## config.mk

```make
export PLATFORM = sky130hd
export DESIGN_NAME = hafsa_sopc_cpu_oci_trace_capture_flat
export DESIGN_NICKNAME = d
export VERILOG_FILES = /design/src/rtl/hafsa_sopc_cpu_oci_trace_capture_pkg.sv /design/src/rtl/hafsa_sopc_cpu_oci_trace_capture_if.sv /design/src/rtl/hafsa_sopc_cpu_oci_trace_capture_fifo.sv /design/src/rtl/hafsa_sopc_cpu_oci_trace_capture.sv /design/src/flat_wrapper.sv
export SDC_FILE = /design/constraint.sdc
export NUM_CORES = 1
export LEC_CHECK = 0
export ABC_CLOCK_PERIOD_IN_PS = 12710
export BUFFER_PORTS_ARGS = -buffer_cell sky130_fd_sc_hd__buf_2
export CORE_UTILIZATION = 55
export CTS_BUF_LIST = sky130_fd_sc_hd__clkbuf_2 sky130_fd_sc_hd__clkbuf_4 sky130_fd_sc_hd__clkbuf_8
export CTS_CLUSTER_DIAMETER = 40
export DETAILED_ROUTE_END_ITERATION = 10
export PLACE_DENSITY = 0.8
export SLEW_MARGIN = 10
export SYNTH_ARGS = -nofsm -noshare
export SYNTH_HDL_FRONTEND = slang
export SYNTH_SLANG_ARGS = --single-unit
export TNS_END_PERCENT = 5
```

## constraint.sdc

```tcl
create_clock -name clk -period 12.71 [get_ports clk]
set_clock_uncertainty 0.05 [all_clocks]
set_input_delay 0.6355 -clock clk [delete_from_list [all_inputs] [get_ports clk]]
set_output_delay 0.6355 -clock clk [all_outputs]
set_load 0.01 [all_outputs]
```

## src/rtl/hafsa_sopc_cpu_oci_trace_capture_pkg.sv

```systemverilog
// Shared types and default sizes for the OCI trace capture block.
package hafsa_sopc_trace_pkg;

    localparam int DEF_DATA_W = 30;
    localparam int DEF_CNT_W  = 4;
    localparam int DEF_DEPTH  = 16;

    typedef enum logic [1:0] {
        ST_CAPTURE = 2'd0,
        ST_DRAIN   = 2'd1,
        ST_DONE    = 2'd2
    } state_t;

endpackage

```

## src/rtl/hafsa_sopc_cpu_oci_trace_capture_if.sv

```systemverilog
// Show-ahead read channel of the trace capture buffer.
interface hafsa_sopc_cpu_oci_trace_capture_if #(
    parameter int DATA_W = hafsa_sopc_trace_pkg::DEF_DATA_W
);
    logic              rd_valid;
    logic              rd_ready;
    logic [DATA_W-1:0] rd_data;

    modport master (output rd_valid, output rd_data, input rd_ready);
    modport slave  (input rd_valid, input rd_data, output rd_ready);
endinterface

```

## src/rtl/hafsa_sopc_cpu_oci_trace_capture_fifo.sv

```systemverilog
// Trace word storage with pointers and occupancy; WRAP_MODE=1 overwrites the oldest word when full.
module hafsa_sopc_trace_fifo #(
    parameter int DATA_W    = 30,
    parameter int DEPTH     = 16,
    parameter int WRAP_MODE = 0
) (
    input  logic                     clk,
    input  logic                     reset,
    input  logic                     push,
    input  logic                     pop,
    input  logic [DATA_W-1:0]        wr_data,
    output logic [DATA_W-1:0]        rd_data,
    output logic [$clog2(DEPTH):0]   level,
    output logic [$clog2(DEPTH):0]   level_nxt
);
    localparam int PTR_W = $clog2(DEPTH);
    localparam int LVL_W = PTR_W + 1;
    localparam logic [LVL_W-1:0] FULL_LVL = LVL_W'(DEPTH);

    logic [DATA_W-1:0] mem [DEPTH];
    logic [PTR_W-1:0]  wp;
    logic [PTR_W-1:0]  rp;
    logic              full;
    logic              empty;
    logic              do_wr;
    logic              do_rd;

    assign full  = (level == FULL_LVL);
    assign empty = (level == '0);

    // A full write always retires the oldest slot, whether via a real pop or an overwrite.
    assign do_wr = push && (!full || pop || (WRAP_MODE != 0));
    assign do_rd = (pop && !empty) || (do_wr && full);

    always_comb begin
        level_nxt = level;
        if (do_wr && !do_rd)
            level_nxt = level + 1'b1;
        else if (!do_wr && do_rd)
            level_nxt = level - 1'b1;
    end

    always_ff @(posedge clk or posedge reset) begin
        if (reset) begin
            wp    <= '0;
            rp    <= '0;
            level <= '0;
        end else begin
            if (do_wr)
                wp <= wp + 1'b1;
            if (do_rd)
                rp <= rp + 1'b1;
            level <= level_nxt;
        end
    end

    always_ff @(posedge clk) begin
        if (do_wr)
            mem[wp] <= wr_data;
    end

    assign rd_data = mem[rp];

endmodule

```

## src/rtl/hafsa_sopc_cpu_oci_trace_capture.sv

```systemverilog
// OCI trace capture: edge-detects dct_count, buffers trace words, drains at test end.
// Optional saturating drop counter enabled by macro TRACE_CAPTURE_DROP_CNT_EN.
module hafsa_sopc_cpu_oci_trace_capture
    import hafsa_sopc_trace_pkg::*;
#(
    parameter int DATA_W    = DEF_DATA_W,
    parameter int CNT_W     = DEF_CNT_W,
    parameter int DEPTH     = DEF_DEPTH,
    parameter int WRAP_MODE = 0
) (
    input  logic                            clk,
    input  logic                            reset,
    input  logic [DATA_W-1:0]               dct_buffer,
    input  logic [CNT_W-1:0]                dct_count,
    input  logic                            test_ending,
    input  logic                            test_has_ended,
    hafsa_sopc_cpu_oci_trace_capture_if.master rd,
    output logic [$clog2(DEPTH):0]          level,
    output logic [1:0]                      state,
    output logic [15:0]                     drop_count
);
    localparam int LVL_W = $clog2(DEPTH) + 1;

    state_t             st;
    logic [CNT_W-1:0]   cnt_q;
    logic               push;
    logic               pop;
    logic [LVL_W-1:0]   level_nxt;

    assign push        = (dct_count != cnt_q) && (st == ST_CAPTURE);
    assign rd.rd_valid = (level != '0) && (st != ST_DONE);
    assign pop         = rd.rd_valid && rd.rd_ready;
    assign state       = st;

    hafsa_sopc_trace_fifo #(
        .DATA_W    (DATA_W),
        .DEPTH     (DEPTH),
        .WRAP_MODE (WRAP_MODE)
    ) u_fifo (
        .clk       (clk),
        .reset     (reset),
        .push      (push),
        .pop       (pop),
        .wr_data   (dct_buffer),
        .rd_data   (rd.rd_data),
        .level     (level),
        .level_nxt (level_nxt)
    );

    // DONE is judged on the post-update occupancy so a final pop can finish the test.
    always_ff @(posedge clk or posedge reset) begin
        if (reset) begin
            st    <= ST_CAPTURE;
            cnt_q <= '0;
        end else begin
            cnt_q <= dct_count;
            case (st)
                ST_CAPTURE: begin
                    if (test_has_ended && (level_nxt == '0))
                        st <= ST_DONE;
                    else if (test_ending || test_has_ended)
                        st <= ST_DRAIN;
                end
                ST_DRAIN: begin
                    if (test_has_ended && (level_nxt == '0))
                        st <= ST_DONE;
                end
                default: st <= st;
            endcase
        end
    end

`ifdef TRACE_CAPTURE_DROP_CNT_EN
    logic        drop;
    logic [15:0] drop_q;

    assign drop = push && (level == LVL_W'(DEPTH)) && ((WRAP_MODE != 0) || !pop);

    always_ff @(posedge clk or posedge reset) begin
        if (reset)
            drop_q <= '0;
        else if (drop && (drop_q != '1))
            drop_q <= drop_q + 16'd1;
    end

    assign drop_count = drop_q;
`else
    assign drop_count = '0;
`endif

endmodule

```

## src/flat_wrapper.sv

```systemverilog
// flat-port wrapper written by rule: the top's interface ports become plain ports
module hafsa_sopc_cpu_oci_trace_capture_flat import hafsa_sopc_trace_pkg::*;
#(
    parameter int DATA_W    = DEF_DATA_W,
    parameter int CNT_W     = DEF_CNT_W,
    parameter int DEPTH     = DEF_DEPTH,
    parameter int WRAP_MODE = 0
)
  (clk, reset, dct_buffer, dct_count, test_ending, test_has_ended, level, state, drop_count, rd_rd_valid, rd_rd_data, rd_rd_ready);
  hafsa_sopc_cpu_oci_trace_capture_if #(.DATA_W(DATA_W)) rd_i ();
  input  logic clk;
  input  logic reset;
  input  logic [DATA_W-1:0] dct_buffer;
  input  logic [CNT_W-1:0] dct_count;
  input  logic test_ending;
  input  logic test_has_ended;
  output logic [$clog2(DEPTH):0] level;
  output logic [1:0] state;
  output logic [15:0] drop_count;
  output wire logic [$bits(rd_i.rd_valid)-1:0] rd_rd_valid;
  output wire logic [$bits(rd_i.rd_data)-1:0] rd_rd_data;
  input wire logic [$bits(rd_i.rd_ready)-1:0] rd_rd_ready;
  assign rd_rd_valid = rd_i.rd_valid;
  assign rd_rd_data = rd_i.rd_data;
  assign rd_i.rd_ready = rd_rd_ready;
  hafsa_sopc_cpu_oci_trace_capture #(.DATA_W(DATA_W), .CNT_W(CNT_W), .DEPTH(DEPTH), .WRAP_MODE(WRAP_MODE)) u_core (.clk(clk), .reset(reset), .dct_buffer(dct_buffer), .dct_count(dct_count), .test_ending(test_ending), .test_has_ended(test_has_ended), .rd(rd_i), .level(level), .state(state), .drop_count(drop_count));
endmodule
```

==> results of run 1 <==
-- layout by cell type (no fill, tap or decap), types with 8 or more instances in the layout --
master and instances:
mux2i_1 101, clkbuf_8 83, mux2_2 21, a21oi_1 32
mux4_2 60, buf_2 76, edfxtp_1 480, nor2_4 12
dfrtp_1 16, nand2_1 63, a22oi_1 30, conb_1 16
ha_1 8, xnor2_1 8, buf_4 21, nor2_1 11
clkbuf_4 22, a221oi_1 30, clkinv_1 17, o21ai_0 52
-- worst register-to-register path, delay by kind of cell (launching register included) --
family	cells	cell delay, ns
buffers and inverters	2	0.68
flip-flops	1	0.48
adder cells (fa/ha/maj)	1	0.23
AND/OR/NAND/NOR	4	1.50
AO/OA/AOI/OAI	1	0.33
-- report_power, final --
part	total, uW	switching, uW	internal, uW
Clock	1270	593	673
Sequential	1940	107	1830
Combinational	1240	703	535
Total	4440	1400	3040
-- sequential cells by signal (all words and copies together), names as in the netlist --
signal / flops
u_core.u_fifo.wp: 4
u_core.cnt_q: 4
u_core.u_fifo.rp: 4
u_core.state: 2
u_core.u_fifo.mem: 480
u_core.u_fifo.level: 5
-- worst min-delay path by stage --
stage | startpoint | to | slack [ns] | cells past startpoint
final | reset | u_core.u_fifo.level[4] | 0.11 | 2
after CTS | dct_count[3] | u_core.cnt_q[3] | 0.09 | 1
after floorplan | u_core.u_fifo.rp[2] | u_core.u_fifo.rp[2] | 0.47 | 1
after global placement | u_core.state[1] | u_core.state[1] | 0.52 | 1
after global routing | dct_count[3] | u_core.cnt_q[3] | 0.09 | 1
after detailed placement | u_core.u_fifo.level[4] | u_core.u_fifo.level[4] | 0.53 | 1
-- cell families (layout without fill, tap and decap cells) --
logic type / after synthesis / in the layout
AO/OA/AOI/OAI: 155 / 155
XOR/XNOR: 13 / 13
adder cells (fa/ha/maj): 8 / 8
buffers and inverters: 78 / 238
flip-flops: 499 / 499
multiplexers: 183 / 183
other: 1 / 17
AND/OR/NAND/NOR: 108 / 108
-- final cells by class --
cell class / count / area, um2
Multi-Input combinational cell: 483 / 4500
Fill cell: 2335 / 12800
Clock buffer: 105 / 1310
Antenna cell: 1 / 2.50
Inverter: 7 / 26.3
Timing Repair Buffer: 97 / 538
Sequential cell: 499 / 14900
Tap cell: 455 / 569
Clock inverter: 29 / 166
-- routing by layer --
layer / vias to the layer above / global-route usage / part of all wire / routed length (um)
li1: 4428 / - / - / -
met1: 5184 / 0.298 / 0.41 / 16400
met2: 412 / 0.377 / 0.51 / 20400
met3: 74 / 0.0390 / 0.060 / 2410
met4: 2 / 0.0720 / 0.021 / 826
met5: - / 0 / 0.00025 / 10
-- cells in the mapped netlist (2+ instances only) --
cell type | count | share of area
buf_4 | 16 | 0.0061
a22oi_1 | 30 | 0.011
nand2b_1 | 3 | 0.00096
inv_1 | 7 | 0.0013
xor2_1 | 5 | 0.0022
ha_1 | 8 | 0.0051
buf_1 | 5 | 0.00096
buf_2 | 18 | 0.0046
o21ai_0 | 52 | 0.013
nand2_1 | 63 | 0.012
a21oi_1 | 32 | 0.0082
nor3_1 | 5 | 0.0013
clkbuf_1 | 31 | 0.0059
xnor2_1 | 8 | 0.0036
a31oi_1 | 2 | 0.00064
dfrtp_1 | 19 | 0.024
nand4_1 | 2 | 0.00064
mux2i_1 | 101 | 0.052
and2_1 | 2 | 0.00064
mux4_2 | 60 | 0.069
nand3_1 | 2 | 0.00051
edfxtp_1 | 480 | 0.74
mux2_2 | 21 | 0.012
nor2_1 | 23 | 0.0044
a221oi_1 | 30 | 0.013
and3_1 | 2 | 0.00064
-- stage by stage --
step	power (uW)	setup slack, ns
6_report	4440	7.69
5_1_grt	4630	7.50
4_1_cts	4470	7.65
3_5_place_dp	3210	8.30
3_3_place_gp	3180	8.37
2_1_floorplan	2820	8.52
==> results.py, run 1 <==
metrics = {
    "yosys": {
        "synth_ff_type": "edfxtp_1",
        "ys_warn_count": 0,
        "synth_compound_area_frac": 0.0512,
        "synth_cell_types": 44,
        "syn-cell-area_um2": 19600,
        "syn_inst": 1045,
        "synth-simple-area-share": 0.0244,
        "synth_top_family_by_area": "multiplexers",
        "synthMuxAreaShare": 0.134,
        "synth_xor_area_frac": 0.00581,
        "ys_ff_latch": 499,
        "synth_edf_count": 480,
        "syn_avg_cell_area_um2": 18.7,
        "synth_fa_ha_area_frac": 0.00511,
        "yosysSeqAreaShare": 0.760,
        "synthArstFlopShare": 0.0381,
    },
    "grt": {
        "track_usage": 0.224,
        "grt_pass1_wl_mm": 59.8,
        "grt_pass1_vias": 10200,
        "antenna_found_initial": 1,
        "grt_overflow": 0,
        "grt_max_degree": 54,
    },
    "setup_path": {
        "path_cells": "buf_4, buf_4, mux2_2, o21ai_0, a21oi_1, o21ai_0, nand2_1, buf_2",
        "startpoint": "u_core.u_fifo.rp[0]",
        "crit_buf_inv": 3,
        "setup.worst_path.end_class": "primary output",
        "cp-endpoint": "rd_rd_data[12]",
        "r2r_start": "u_core.u_fifo.level[0]",
        "crit_path_start_kind": "flip-flop",
        "critPathRequiredTime_ns": 12.02,
        "cpPeakStageDelay_ns": 0.94,
        "critPathMaxFanout": 48,
        "criticalPathCategory": "reg2out",
        "rr_endpoint": "u_core.u_fifo.mem[3][12]",
        "cp_slowest_cell": "dfrtp_4",
        "cp.depth": 8,
        "arrival_ns": 4.33,
        "crit_family": "buffers and inverters",
        "rr_worst_depth": 8,
        "ff2ff_setup_slack_ns": 9.07,
    },
    "drt": {
        "routed_wl_mm": 40.0,
        "wl_per_cell_um": 23.9,
        "num_vias": 10100,
        "firstDrtPassIters": 7,
        "drc": 0,
        "drtIter0Drc": 1034,
        "vias_per_cell": 6.03,
        "ant_nets": 0,
    },
    "placement": {
        "dpl_cell_area_um2": 20500,
        "hpwl_mm": 21.4,
        "dp.cells": 1541,
        "io_buffers": 76,
        "finalWeightedCongestion": 0.764,
    },
    "sta": {
        "min_period_ns": 5.02,
        "worst_pin_slew_ns": 1.18,
        "rsz0062_at_grt": "false",
        "finalHoldViolations": 0,
        "finalSetupViolCount": 0,
        "slew_violations": 0,
        "slew_headroom": 0.209,
        "fin_tns_setup_ns": 0,
        "fmax_mhz": 199,
        "fin_crit_sh": 0.395,
        "whs_ns": 0.112,
    },
    "min_path": {
        "min_path_type": "in2async",
    },
    "cts": {
        "clock_path_buffers": 3,
        "postCtsSetupBuffers": 0,
        "cts_tree": "built",
        "cts_buffers": 79,
        "cts.sink_count": 499,
        "cts_resized": 0,
        "cts_htree_levels": 3,
        "clkLatencyLatePin_ns": 0.59,
        "holdBufCountCts": 0,
        "clk_pin_slew_ns": 0.06,
        "root_buffer": "clkbuf_8",
    },
    "floorplan": {
        "rows": 68,
        "die_area_um2": 36400,
        "io_pins": 93,
        "start_util": 0.563,
        "die-width_um": 191,
        "core_um2": 34800,
        "die_h_um": 191,
    },
    "layout": {
        "fin_cells": 1676,
        "nets": 1214,
        "drive_gt1_frac": 0.264,
        "final_core_util": 0.632,
        "syn_to_final_growth_pct": 12.3,
        "fin_area_um2": 22000,
    },
    "run": {
        "cap_violations": 0,
    },
    "power": {
        "ir_drop_mv": 0.147,
        "p_leak_uw": 0.00748,
        "power_density_nw_per_um2": 202,
    },
    "outcome": {
        "outcome": "finished, final reports clean",
    },
}
(Power assumes the default switching activity.)
==> inputs of run 2 (changes only) <==
Settings changed: ABC_CLOCK_PERIOD_IN_PS 12710 to 4550, PLACE_DENSITY 0.8 to 0.82.
Clock period 12.71 ns to 4.55 ns, I/O delays scaled along.
==> run 2 against run 1 <==
Via count fell by 0.71%. Die area unchanged. Clock power rose to 2.8 times the previous value. Core utilization increased by 1.2 points. Sequential share of layout area shrank 1.2 points. Sequential power grew to 2.8 times the previous value. Setup slack worse by 6.7 ns. Critical endpoint is now rd_rd_data[18]. Largest cell class unchanged.
==> results.py, run 2 (synthesis gave the netlist of run 1 again) <==
metrics = {
    "outcome": {
        "outcome": "finished, final reports clean",
    },
    "power": {
        "ir_drop_mv": 0.371,
        "p_leak_uw": 0.00763,
        "power_density_nw_per_um2": 562,
        "power_uw": 12600,
    },
    "layout": {
        "multi_input_area_um2": 4500,
        "fill_cells": 2265,
        "final_common_cell": "edfxtp_1",
        "largest_reg_flops": 480,
        "fin_area_um2": 22400,
        "largest-register": "u_core.u_fifo.mem",
        "top_regs": "u_core.u_fifo.mem x480, u_core.u_fifo.level x5",
        "ff_latch_area_um2": 14900,
        "final_cell_mix": "edfxtp_1 (480), mux2i_1 (101), clkbuf_8 (80)",
        "nets": 1252,
        "syn_to_final_growth_pct": 14.4,
        "drive_gt1_frac": 0.253,
        "n_antenna_cell": 0,
        "fin_cells": 1714,
        "final_core_util": 0.644,
    },
    "cts": {
        "root_buffer": "clkbuf_8",
        "cts_htree_levels": 3,
        "clk_pin_slew_ns": 0.06,
        "cts.sink_count": 499,
        "cts_buffers": 78,
        "cts_tree": "built",
        "clkLatencyLatePin_ns": 0.60,
        "clock_path_buffers": 3,
    },
    "placement": {
        "finalWeightedCongestion": 0.768,
        "dpl_cell_area_um2": 20500,
        "io_buffers": 76,
        "hpwl_mm": 22.0,
        "dp.cells": 1542,
    },
    "setup_path": {
        "r2r_start": "u_core.u_fifo.level[0]",
        "critPathRequiredTime_ns": 4.27,
        "cp_slowest_cell": "dfrtp_4",
        "setup.worst_path.end_class": "primary output",
        "cpPeakStageDelay_ns": 0.92,
        "path_cells": "buf_4, mux2_2, o21ai_0, a21oi_1, o21ai_0, nand2_1, buf_2",
        "ff2ff_setup_slack_ns": 1.31,
        "critPathMaxFanout": 37,
        "criticalPathCategory": "reg2out",
        "crit_path_frequent_cell": "o21ai_0",
        "arrival_ns": 3.27,
        "crit_path_start_kind": "flip-flop",
        "rr_worst_depth": 7,
        "rr_endpoint": "u_core.u_fifo.mem[11][2]",
    },
    "sta": {
        "min_period_ns": 3.55,
        "fin_crit_sh": 0.781,
        "finalHoldViolations": 0,
        "slew_violations": 0,
        "fin_tns_setup_ns": 0,
        "fmax_mhz": 282,
        "worst_pin_slew_ns": 1.11,
        "rsz0062_at_grt": "false",
        "finalSetupViolCount": 0,
        "slew_headroom": 0.258,
    },
    "drt": {
        "num_vias": 10000,
        "ant_nets": 0,
        "drc": 0,
        "route.met3.wl_mm": 1.97,
        "wl_per_cell_um": 22.3,
        "routed.top_layer": "met4",
        "routed_wl_mm": 38.2,
        "drtIter0Drc": 843,
        "firstDrtPassIters": 5,
        "route.met2.wl_mm": 19.7,
        "wl_met1_mm": 15.8,
        "vias_per_cell": 5.85,
    },
    "floorplan": {
        "rows": 68,
        "start_util": 0.563,
        "io_pins": 93,
        "core_um2": 34800,
        "die_h_um": 191,
        "die_area_um2": 36400,
        "die-width_um": 191,
    },
    "run": {
        "cap_violations": 0,
    },
    "grt": {
        "grt_max_degree": 50,
        "grt_pass1_vias": 10300,
        "track_usage": 0.216,
        "grt_overflow": 0,
        "antenna_found_initial": 0,
        "grt_pass1_wl_mm": 58.5,
    },
    "min_path": {
        "min_path_type": "in2async",
    },
}
## run 2: cell types whose count changed in the layout (fill, tap and decap cells not counted), moves of 2 or more
cell           delta
clkinv_1          +4
clkinvlp_4        +3
dlygate4sd3_1    +38
clkbuf_8          -3
bufinv_16         +3
clkbuf_4          -2
inv_6             +2
inv_8             -5
## run 2: power breakdown
part	internal (uW)	switching (uW)
logic	1560	2000
registers	5120	307
clock network	1960	1630
total	8640	3940
## run 2: worst max-delay path by stage
stage | startpoint | to | slack [ns] | depth (start not counted)
2_1_floorplan | u_core.u_fifo.level[0] | u_core.u_fifo.mem[3][0] | 0.36 | 8
3_3_place_gp | u_core.u_fifo.level[0] | u_core.u_fifo.mem[11][5] | 1.45 | 7
3_5_place_dp | u_core.u_fifo.level[0] | u_core.u_fifo.mem[11][5] | 1.27 | 7
4_1_cts | u_core.u_fifo.rp[0] | rd_rd_data[18] | 0.95 | 7
5_1_grt | u_core.u_fifo.rp[0] | rd_rd_data[18] | 0.78 | 7
6_report | u_core.u_fifo.rp[0] | rd_rd_data[18] | 1.0 | 7
## run 2: layout make-up
type	count	share of cell area
Clock buffer	100	0.0558
Clock inverter	34	0.0104
Inverter	7	0.00117
Multi-Input combinational cell	483	0.201
Sequential cell	499	0.665
Tap cell	455	0.0254
Timing Repair Buffer	136	0.0419
## run 2: routing by layer
layer,track usage,vias up
li1,-,4505
met1,0.283,5127
met2,0.365,335
met3,0.0364,61
met4,0.0772,0
met5,0,-
## run 2: critical path, delay by kind of cell, from the launching register on
family                 cells  cell delay (ns)
buffers and inverters      2             0.65
DFF                        1             0.92
and+or+nand+nor            1             0.11
AOI/OAI and AO/OA          3             0.58
muxes                      1             0.38
## run 2: repair_timing
| item | CTS | global route |
|---|---|---|
| resized for setup | 0 | 0 |
| hold buffers | 38 | 0 |
| endpoints found under the hold margin | 507 | 0 |
| setup buffers | 0 | 0 |
## run 2: stage by stage
step	hold WS [ns]	worst slack, ns
after floorplan	0.129	0.357
after global placement	0.304	1.45
after detailed placement	0.312	1.27
after CTS	0.224	0.948
after global routing	0.249	0.778
final	0.244	0.999
